[src/rtl/btn_pkg.sv]
// rtl/btn_pkg.sv - shared state encoding and default timing for the button event generator
package btn_pkg;

   typedef enum logic [1:0] {
      ST_IDLE    = 2'd0,
      ST_PRESSED = 2'd1,
      ST_HELD    = 2'd2
   } btn_state_e;

   // Defaults for the 100 MHz board clock: 1 s to long-press, 250 ms auto-repeat.
   localparam int DEF_LONG_CYCLES   = 100_000_000;
   localparam int DEF_REPEAT_CYCLES = 25_000_000;
   localparam int DEF_CNT_W         = 27;

endpackage

[src/rtl/btn_hold_timer.sv]
// rtl/btn_hold_timer.sv - clearable up-counter flagging the last cycle before a programmable terminal
module btn_hold_timer #(
   parameter int CNT_W = 27
) (
   input  logic             clock,
   input  logic             reset,
   input  logic             clear,
   input  logic             enable,
   input  logic [CNT_W-1:0] terminal,
   output logic             tc
);

   logic [CNT_W-1:0] count_q;
   logic [CNT_W-1:0] count_d;

   always_comb begin
      count_d = count_q;
      if (clear) begin
         count_d = '0;
      end else if (enable) begin
         count_d = count_q + CNT_W'(1);
      end
   end

   always_ff @(posedge clock) begin
      if (reset) begin
         count_q <= '0;
      end else begin
         count_q <= count_d;
      end
   end

   assign tc = (count_q == (terminal - CNT_W'(1)));

endmodule

[src/rtl/button_event_gen.sv]
// rtl/button_event_gen.sv - turns a debounced button level into press/release/long/repeat pulses
module button_event_gen
   import btn_pkg::*;
#(
   parameter int LONG_CYCLES   = DEF_LONG_CYCLES,
   parameter int REPEAT_CYCLES = DEF_REPEAT_CYCLES,
   parameter int CNT_W         = DEF_CNT_W
) (
   input  logic clock,
   input  logic reset,
   input  logic btn_level,
   output logic press_pulse,
   output logic release_pulse,
   output logic long_pulse,
   output logic repeat_pulse,
   output logic held
);

   localparam logic [CNT_W-1:0] LONG_T   = CNT_W'(LONG_CYCLES);
   localparam logic [CNT_W-1:0] REPEAT_T = CNT_W'(REPEAT_CYCLES);

   btn_state_e state_q, state_d;
   logic       btn_q;
   logic       press_q, press_d;
   logic       release_q, release_d;
   logic       long_q, long_d;
   logic       repeat_q, repeat_d;
   logic       held_q, held_d;

   logic             tmr_clear;
   logic             tmr_enable;
   logic [CNT_W-1:0] tmr_terminal;
   logic             tmr_tc;

   assign tmr_terminal = (state_q == ST_HELD) ? REPEAT_T : LONG_T;

   btn_hold_timer #(
      .CNT_W (CNT_W)
   ) u_timer (
      .clock    (clock),
      .reset    (reset),
      .clear    (tmr_clear),
      .enable   (tmr_enable),
      .terminal (tmr_terminal),
      .tc       (tmr_tc)
   );

   // Release is tested before terminal count so it wins when both land together.
   always_comb begin
      state_d    = state_q;
      press_d    = 1'b0;
      release_d  = 1'b0;
      long_d     = 1'b0;
      repeat_d   = 1'b0;
      held_d     = 1'b0;
      tmr_clear  = 1'b0;
      tmr_enable = 1'b0;
      case (state_q)
         ST_IDLE: begin
            if (btn_level && !btn_q) begin
               state_d   = ST_PRESSED;
               tmr_clear = 1'b1;
               press_d   = 1'b1;
            end
         end
         ST_PRESSED: begin
            if (!btn_level) begin
               state_d   = ST_IDLE;
               tmr_clear = 1'b1;
               release_d = 1'b1;
            end else if (tmr_tc) begin
               state_d   = ST_HELD;
               tmr_clear = 1'b1;
               long_d    = 1'b1;
               held_d    = 1'b1;
            end else begin
               tmr_enable = 1'b1;
            end
         end
         ST_HELD: begin
            held_d = 1'b1;
            if (!btn_level) begin
               state_d   = ST_IDLE;
               tmr_clear = 1'b1;
               release_d = 1'b1;
               held_d    = 1'b0;
            end else if (tmr_tc) begin
               tmr_clear = 1'b1;
               repeat_d  = 1'b1;
            end else begin
               tmr_enable = 1'b1;
            end
         end
         default: begin
            state_d   = ST_IDLE;
            tmr_clear = 1'b1;
         end
      endcase
   end

   // btn_q resets high so a button held through reset must be seen low before it can press.
   always_ff @(posedge clock) begin
      if (reset) begin
         state_q   <= ST_IDLE;
         btn_q     <= 1'b1;
         press_q   <= 1'b0;
         release_q <= 1'b0;
         long_q    <= 1'b0;
         repeat_q  <= 1'b0;
         held_q    <= 1'b0;
      end else begin
         state_q   <= state_d;
         btn_q     <= btn_level;
         press_q   <= press_d;
         release_q <= release_d;
         long_q    <= long_d;
         repeat_q  <= repeat_d;
         held_q    <= held_d;
      end
   end

   assign press_pulse   = press_q;
   assign release_pulse = release_q;
   assign long_pulse    = long_q;
   assign repeat_pulse  = repeat_q;
   assign held          = held_q;

endmodule
[config.mk]
export PLATFORM = sky130hd
export DESIGN_NAME = button_event_gen
export DESIGN_NICKNAME = d
export VERILOG_FILES = /design/src/rtl/btn_pkg.sv /design/src/rtl/btn_hold_timer.sv /design/src/rtl/button_event_gen.sv
export SDC_FILE = /design/constraint.sdc
export NUM_CORES = 1
export LEC_CHECK = 0
export BUFFER_PORTS_ARGS = -buffer_cell sky130_fd_sc_hd__buf_2
export CAP_MARGIN = 5
export CORE_ASPECT_RATIO = 1.5
export CORE_UTILIZATION = 55
export CTS_BUF_LIST = sky130_fd_sc_hd__clkbuf_16
export CTS_CLUSTER_DIAMETER = 40
export DETAILED_ROUTE_END_ITERATION = 8
export PLACE_DENSITY = 0.84
export SLEW_MARGIN = 20
export SYNTH_ARGS = -nofsm -noshare
export SYNTH_HDL_FRONTEND = slang
export SYNTH_SLANG_ARGS = --single-unit
[constraint.sdc]
create_clock -name clock -period 2.2 [get_ports clock]
set_input_delay 0 -clock clock [delete_from_list [all_inputs] [get_ports clock]]
set_output_delay 0 -clock clock [all_outputs]
set_load 0.01 [all_outputs]
==> results of run 1 <==
[worst reg2reg max path: stages, from the launching register on]
cell and delay (ns):
dfxtp_1 0.38, inv_1 0.11, ha_1 0.31, nand2_1 0.15, clkinv_1 0.16, o31ai_4 0.11, buf_6 0.15, or4_1 0.53
a21oi_2 0.15
[layout by cell type, fill, tap and decap left out, drive strengths merged, types with 3 or more instances in the layout]
| master | netlist | final |
|---|---|---|
| a21oi | 11 | 11 |
| a22oi | 3 | 3 |
| and2 | 3 | 3 |
| and3 | 8 | 8 |
| and4 | 3 | 3 |
| buf | 4 | 20 |
| clkbuf | 6 | 5 |
| clkinv | 1 | 3 |
| dfxtp | 35 | 35 |
| ha | 5 | 5 |
| inv | 5 | 6 |
| nand2 | 28 | 28 |
| nand3 | 17 | 17 |
| nand4 | 10 | 10 |
| nor2 | 13 | 13 |
| nor3 | 5 | 5 |
| o21ai | 9 | 9 |
| o31ai | 10 | 10 |
| or3 | 6 | 6 |
| or4 | 14 | 14 |
| xor2 | 4 | 4 |
[area by class of cell]
type / count / area (um^2) / area share (%)
multi-input cells: 177 / 1210 / 52.9
inverters: 6 / 22.5 / 0.984
clock buffers: 5 / 125 / 5.47
repair buffers: 21 / 166 / 7.27
well taps: 42 / 52.6 / 2.30
flip-flops and latches: 35 / 701 / 30.6
clock inverters: 3 / 11.3 / 0.492
[layer usage]
metal,global-route usage [%],vias up
met3,6.46,24
li1,-,888
met2,56.0,72
met4,17.6,0
met1,27.6,894
met5,0,-
[metrics by stage]
stage / util (%) / hold WS (ns) / power (mW) / instance area [um^2] / setup WS (ns)
6_report: 67.6 / 0.0466 / 1.58 / 2290 / 0.0987
5_1_grt: 67.6 / 0.0558 / 1.64 / 2290 / 0.0327
4_1_cts: 65.7 / 0.0419 / 1.58 / 2220 / 0.0244
3_5_place_dp: 61.4 / 0.285 / 0.922 / 2080 / 0.0411
3_3_place_gp: 61.4 / 0.278 / 0.920 / 2080 / 0.105
2_1_floorplan: - / 0.120 / 0.831 / 1940 / 0.00735
[sequential cells by signal (all words and copies together), names as in the netlist]
signal and cells:
btn_q 1, held 1, long_pulse 1, press_pulse 1
release_pulse 1, repeat_pulse 1, state_q 2, u_timer.count_q 27
[cells by family after synthesis]
family / Yosys count / synth area share (%)
multiplexers: 1 / 0.517
buffers and inverters: 16 / 4.13
flip-flops: 35 / 36.2
AO/OA/AOI/OAI: 44 / 18.2
XOR/XNOR: 6 / 2.71
adder cells (fa/ha/maj): 5 / 3.23
AND/OR/NAND/NOR: 121 / 35.0
[path summary, 6_finish.rpt]
| check | to | slack (ns) | cells after the start |
|---|---|---|---|
| setup / recovery | u_timer.count_q[11] | 0.1 | 8 |
| hold / removal | btn_q | 0.05 | 2 |
| setup reg to reg | u_timer.count_q[11] | 0.1 | 8 |
| hold reg to reg | u_timer.count_q[16] | 0.50 | 2 |
[timing repair]
item                                    CTS  global route
hold buffers                              1             0
resized for setup                         0            11
endpoints found under the setup margin    0            28
hold endpoints to repair                  1             0
[report_power, final]
part	leakage [nW]	internal [mW]	switching, mW
clock	0.0701	0.407	0.253
combinational	0.427	0.104	0.155
sequential	0.283	0.653	0.0114
==> results.py, run 1 <==
metrics = {
    "setup_path": {
        "slowest_delay_ns": 0.53,
        "critPathMaxFanout": 7,
        "end_kind": "flip-flop",
        "cp_top_family": "simple AND/OR/NAND/NOR gates",
        "path_class": "flip-flop to flip-flop",
        "critPathBufInv": 3,
        "start_kind": "flip-flop",
        "required_ns": 2.42,
        "r2r-start": "state_q[1]",
        "worstPathArrival_ns": 2.32,
        "crit_slowest_cell": "or4_1",
        "startpoint": "state_q[1]",
        "path_cells": "inv_1, ha_1, nand2_1, clkinv_1, o31ai_4, buf_6, or4_1, a21oi_2",
    },
    "synth": {
        "synth_nets": 236,
        "yosys-top-cells-count": "dfxtp_1 (35), nand2_1 (28), nand3_1 (17)",
        "synth_edf_count": 0,
        "synth_area_leaders": "dfxtp_1 (36%), nand2_1 (5.4%), or4_1 (5.4%), nand3_1 (4.4%), o31ai_1 (3.5%)",
        "yosys_warnings": 0,
        "synth_cells": 228,
        "synth_area_per_cell_um2": 8.49,
        "synth_top_flop_cell": "dfxtp_1",
        "synth_seq_cells": 35,
        "synth_largest_area_cell": "dfxtp_1",
        "ys_seq_area_share_pct": 36.2,
        "ys_types": 50,
        "synth.most_common_cell": "dfxtp_1",
        "yosys.area.top_type_share_pct": 36.2,
        "synth-async-reset-ratio_pct": 0,
        "synth.cell_area_um2": 1940,
    },
    "place": {
        "dp_hpwl_mm": 3.74,
        "portBuffers": 7,
        "place_inst": 280,
        "routabilityCongestion": 0.950,
    },
    "power_and_ir_drop": {
        "irDropWorstVdd_uv": 670,
        "p_leak_nw": 0.780,
        "power_density_nw_per_um2": 692,
    },
    "final_layout": {
        "fin_cells": 289,
        "drive_gt1_share_pct": 17.8,
        "final_nets": 254,
        "fillers": 283,
        "area_delta_synth_final_pct": 18.2,
        "antenna_cells": 0,
    },
    "routing": {
        "vias_per_cell": 6.50,
        "dr_wl_met3_um": 283,
        "drc": 0,
        "drt-total-wl_mm": 5.15,
        "met1_length_mm": 1.89,
        "drt_iter0_markers": 91,
        "firstDrtPassIters": 4,
        "wl_per_cell_um": 17.8,
        "wl_met2_mm": 2.75,
        "vias": 1878,
        "ant_nets": 0,
        "top_layer": "met4",
    },
    "global_routing": {
        "grt_pass1_vias": 1722,
        "grt-ovfl-total": 0,
        "grt_max_degree": 17,
        "grt_pass1_wl_mm": 7.98,
        "grt_antenna_before_repair": 0,
        "track_usage_pct": 29.1,
    },
    "cts": {
        "clock_latency_ns": 0.28,
        "htree_levels": 2,
        "cts.clk_slew.worst_paths_ns": 0.05,
        "tritoncts": "yes",
        "clockBufferDepth": 2,
        "cts_sinks": 35,
        "postCtsSetupRepairBufs": 0,
        "numCtsBuffers": 5,
        "cts_root_buffer": "clkbuf_16",
    },
    "sta": {
        "period_share_pct": 95.5,
        "fmax_mhz": 476,
        "fin_crit_ns": 2.10,
        "rsz0062_at_grt": "no",
        "finalSetupTns_ns": 0,
        "hold_viol": 0,
        "worst_slew_pin_slew_ns": 0.382,
        "fin_skew_ns": 0.00437,
        "finalMaxSlewViolations": 0,
        "slew_headroom_pct": 74.3,
        "setup_viol": 0,
    },
    "floorplan": {
        "rows": 26,
        "fp.dieW_um": 50.5,
        "ioPinCount": 8,
        "dieArea_um2": 3770,
        "core_area_um2": 3380,
        "die_h_um": 74.7,
        "initial_core_util_pct": 57.2,
    },
    "flow_run": {
        "max_cap_viol_count": 0,
    },
    "outcome": {
        "outcome": "complete, no violations",
    },
    "hold_path": {
        "worstHoldStart": "btn_level",
        "hp-class": "primary input to flip-flop",
    },
}
Power figures use the tool's default switching activity.
==> run 2, diff against run 1 <==
--- a/config.mk
+++ b/config.mk
@@ -5,14 +5,14 @@
 export SDC_FILE = /design/constraint.sdc
 export NUM_CORES = 1
 export LEC_CHECK = 0
-export BUFFER_PORTS_ARGS = -buffer_cell sky130_fd_sc_hd__buf_2
 export CAP_MARGIN = 5
 export CORE_ASPECT_RATIO = 1.5
 export CORE_UTILIZATION = 55
 export CTS_BUF_LIST = sky130_fd_sc_hd__clkbuf_16
 export CTS_CLUSTER_DIAMETER = 40
 export DETAILED_ROUTE_END_ITERATION = 8
-export PLACE_DENSITY = 0.84
+export DONT_BUFFER_PORTS = 1
+export PLACE_DENSITY = 0.82
 export SLEW_MARGIN = 20
 export SYNTH_ARGS = -nofsm -noshare
 export SYNTH_HDL_FRONTEND = slang
==> run 2 against run 1 <==
Non-clock buffer count did not move. Clock-buffer cell count stayed put. Largest cell class unchanged. Final cell count did not move. Critical path type unchanged. Critical endpoint is now u_timer.count_q[24]. Core utilization grew 0.52 points. Largest power group is now the clock network.
==> results.py, run 2 (synthesis gave the netlist of run 1 again) <==
metrics = {
    "cts": {
        "tritoncts": "yes",
        "clock_latency_ns": 0.28,
        "cts.clk_slew.worst_paths_ns": 0.05,
        "cts_sinks": 35,
        "numCtsBuffers": 5,
        "cts_root_buffer": "clkbuf_16",
        "htree_levels": 2,
        "clockBufferDepth": 2,
    },
    "routing": {
        "drc": 0,
        "drt-total-wl_mm": 5.36,
        "wl_per_cell_um": 18.5,
        "ant_nets": 0,
        "vias": 1946,
        "firstDrtPassIters": 4,
        "drt_iter0_markers": 91,
        "vias_per_cell": 6.73,
    },
    "final_layout": {
        "fin_area_um2": 2310,
        "top_regs": "u_timer.count_q (27), state_q (2)",
        "final_nets": 254,
        "area_delta_synth_final_pct": 19.1,
        "drive_gt1_share_pct": 19.4,
        "layout_commonest_cell": "dfxtp_1",
        "regMostFlops": "u_timer.count_q",
        "antenna_cells": 0,
        "largest_reg_flops": 27,
        "final_util_pct": 68.2,
        "final_cell_mix": "dfxtp_1 (34), nand2_1 (27), nand3_1 (17), buf_4 (15), or4_1 (14)",
    },
    "place": {
        "portBuffers": 0,
        "routabilityCongestion": 0.936,
        "dp_hpwl_mm": 3.60,
        "dpl_cell_area_um2": 2060,
        "pre_cts_slack_ns": 0.0366,
    },
    "sta": {
        "fin_skew_ns": 0.00393,
        "setup_ws_ns": 0.0455,
        "period_share_pct": 97.9,
        "worst_slew_pin_slew_ns": 0.518,
        "hold_viol": 0,
        "setup_viol": 0,
        "fin_crit_ns": 2.15,
        "fmax_mhz": 464,
        "finalMaxSlewViolations": 0,
        "slew_headroom_pct": 65.1,
    },
    "global_routing": {
        "grt_pass1_vias": 1840,
        "grt-ovfl-total": 0,
        "grt_antenna_before_repair": 0,
        "grt_pass1_wl_mm": 8.20,
        "grt_max_degree": 15,
        "track_usage_pct": 29.9,
    },
    "outcome": {
        "outcome": "complete, no violations",
    },
    "setup_path": {
        "start_kind": "flip-flop",
        "end_kind": "flip-flop",
        "critPathMaxFanout": 5,
        "required_ns": 2.42,
        "path_class": "flip-flop to flip-flop",
        "regToRegSetupSlack_ns": 0.05,
        "worstPathArrival_ns": 2.37,
    },
    "power_and_ir_drop": {
        "p_clk_share_pct": 41.5,
        "irDropWorstVdd_uv": 512,
        "seqPwrFrac_pct": 41.3,
        "internal_power_mw": 1.18,
        "p_leak_nw": 0.791,
        "finalPower_mw": 1.61,
        "pwr-share-comb_pct": 17.2,
        "netSwitchingPower_mw": 0.433,
        "p_sw_share_pct": 26.9,
        "power_density_nw_per_um2": 698,
    },
    "floorplan": {
        "die_h_um": 74.7,
        "dieArea_um2": 3770,
        "initial_core_util_pct": 57.2,
        "rows": 26,
        "fp.dieW_um": 50.5,
        "core_area_um2": 3380,
        "ioPinCount": 8,
    },
    "flow_run": {
        "max_cap_viol_count": 0,
    },
    "hold_path": {
        "hp-class": "primary input to flip-flop",
    },
}
[run 2: area by class of cell]
class	count	area, um^2
Clock buffer	5	125
Clock inverter	3	12.5
Fill cell	291	1080
Inverter	6	22.5
Multi-Input combinational cell	177	1200
Sequential cell	35	702
Tap cell	42	52.6
Timing Repair Buffer	21	186
[run 2: power by group through the flow]
stage / clock [mW] / combinational (mW) / sequential [mW]
4_1_cts: 0.681 / 0.241 / 0.664
3_5_place_dp: 0 / 0.234 / 0.677
3_3_place_gp: 0 / 0.232 / 0.677
5_1_grt: 0.711 / 0.297 / 0.666
6_report: 0.668 / 0.277 / 0.665
2_1_floorplan: 0 / 0.153 / 0.678
[run 2: final timing paths]
path,startpoint,cells after the start,to
max reg2reg,state_q[0],9,u_timer.count_q[24]
max,state_q[0],9,u_timer.count_q[24]
min reg2reg,u_timer.count_q[16],2,u_timer.count_q[16]
min,btn_level,2,press_pulse
[run 2: per-stage QoR]
step,hold slack (ns),std cells,setup TNS [ns]
after floorplan,0.120,228,0
after global placement,0.0781,276,0
after detailed placement,0.0792,276,0
after CTS,0.0378,286,0
after global routing,0.0616,289,-0.00736
final,0.0533,289,0
[run 2: what timing repair did]
action	CTS	global route
setup buffers	0	1
setup endpoints to repair	0	24
gates resized for setup	0	16
hold buffers	2	0
hold endpoints to repair	8	0
[run 2: worst max-delay path, cell delays in order (launching register included)]
cell	delay, ns
dfxtp_1	0.34
inv_2	0.06
ha_4	0.18
nor4bb_2	0.19
o2111ai_2	0.27
o31ai_4	0.09
buf_4	0.17
buf_6	0.13
or4_1	0.52
a21oi_2	0.14
[run 2: routing by layer]
layer / up-vias / global-route usage [%] / routed length, um
li1: 896 / - / -
met2: 92 / 51.7 / 2790
met4: 0 / 23.1 / 277
met1: 926 / 30.6 / 2020
met3: 32 / 7.88 / 273
met5: - / 0 / 0
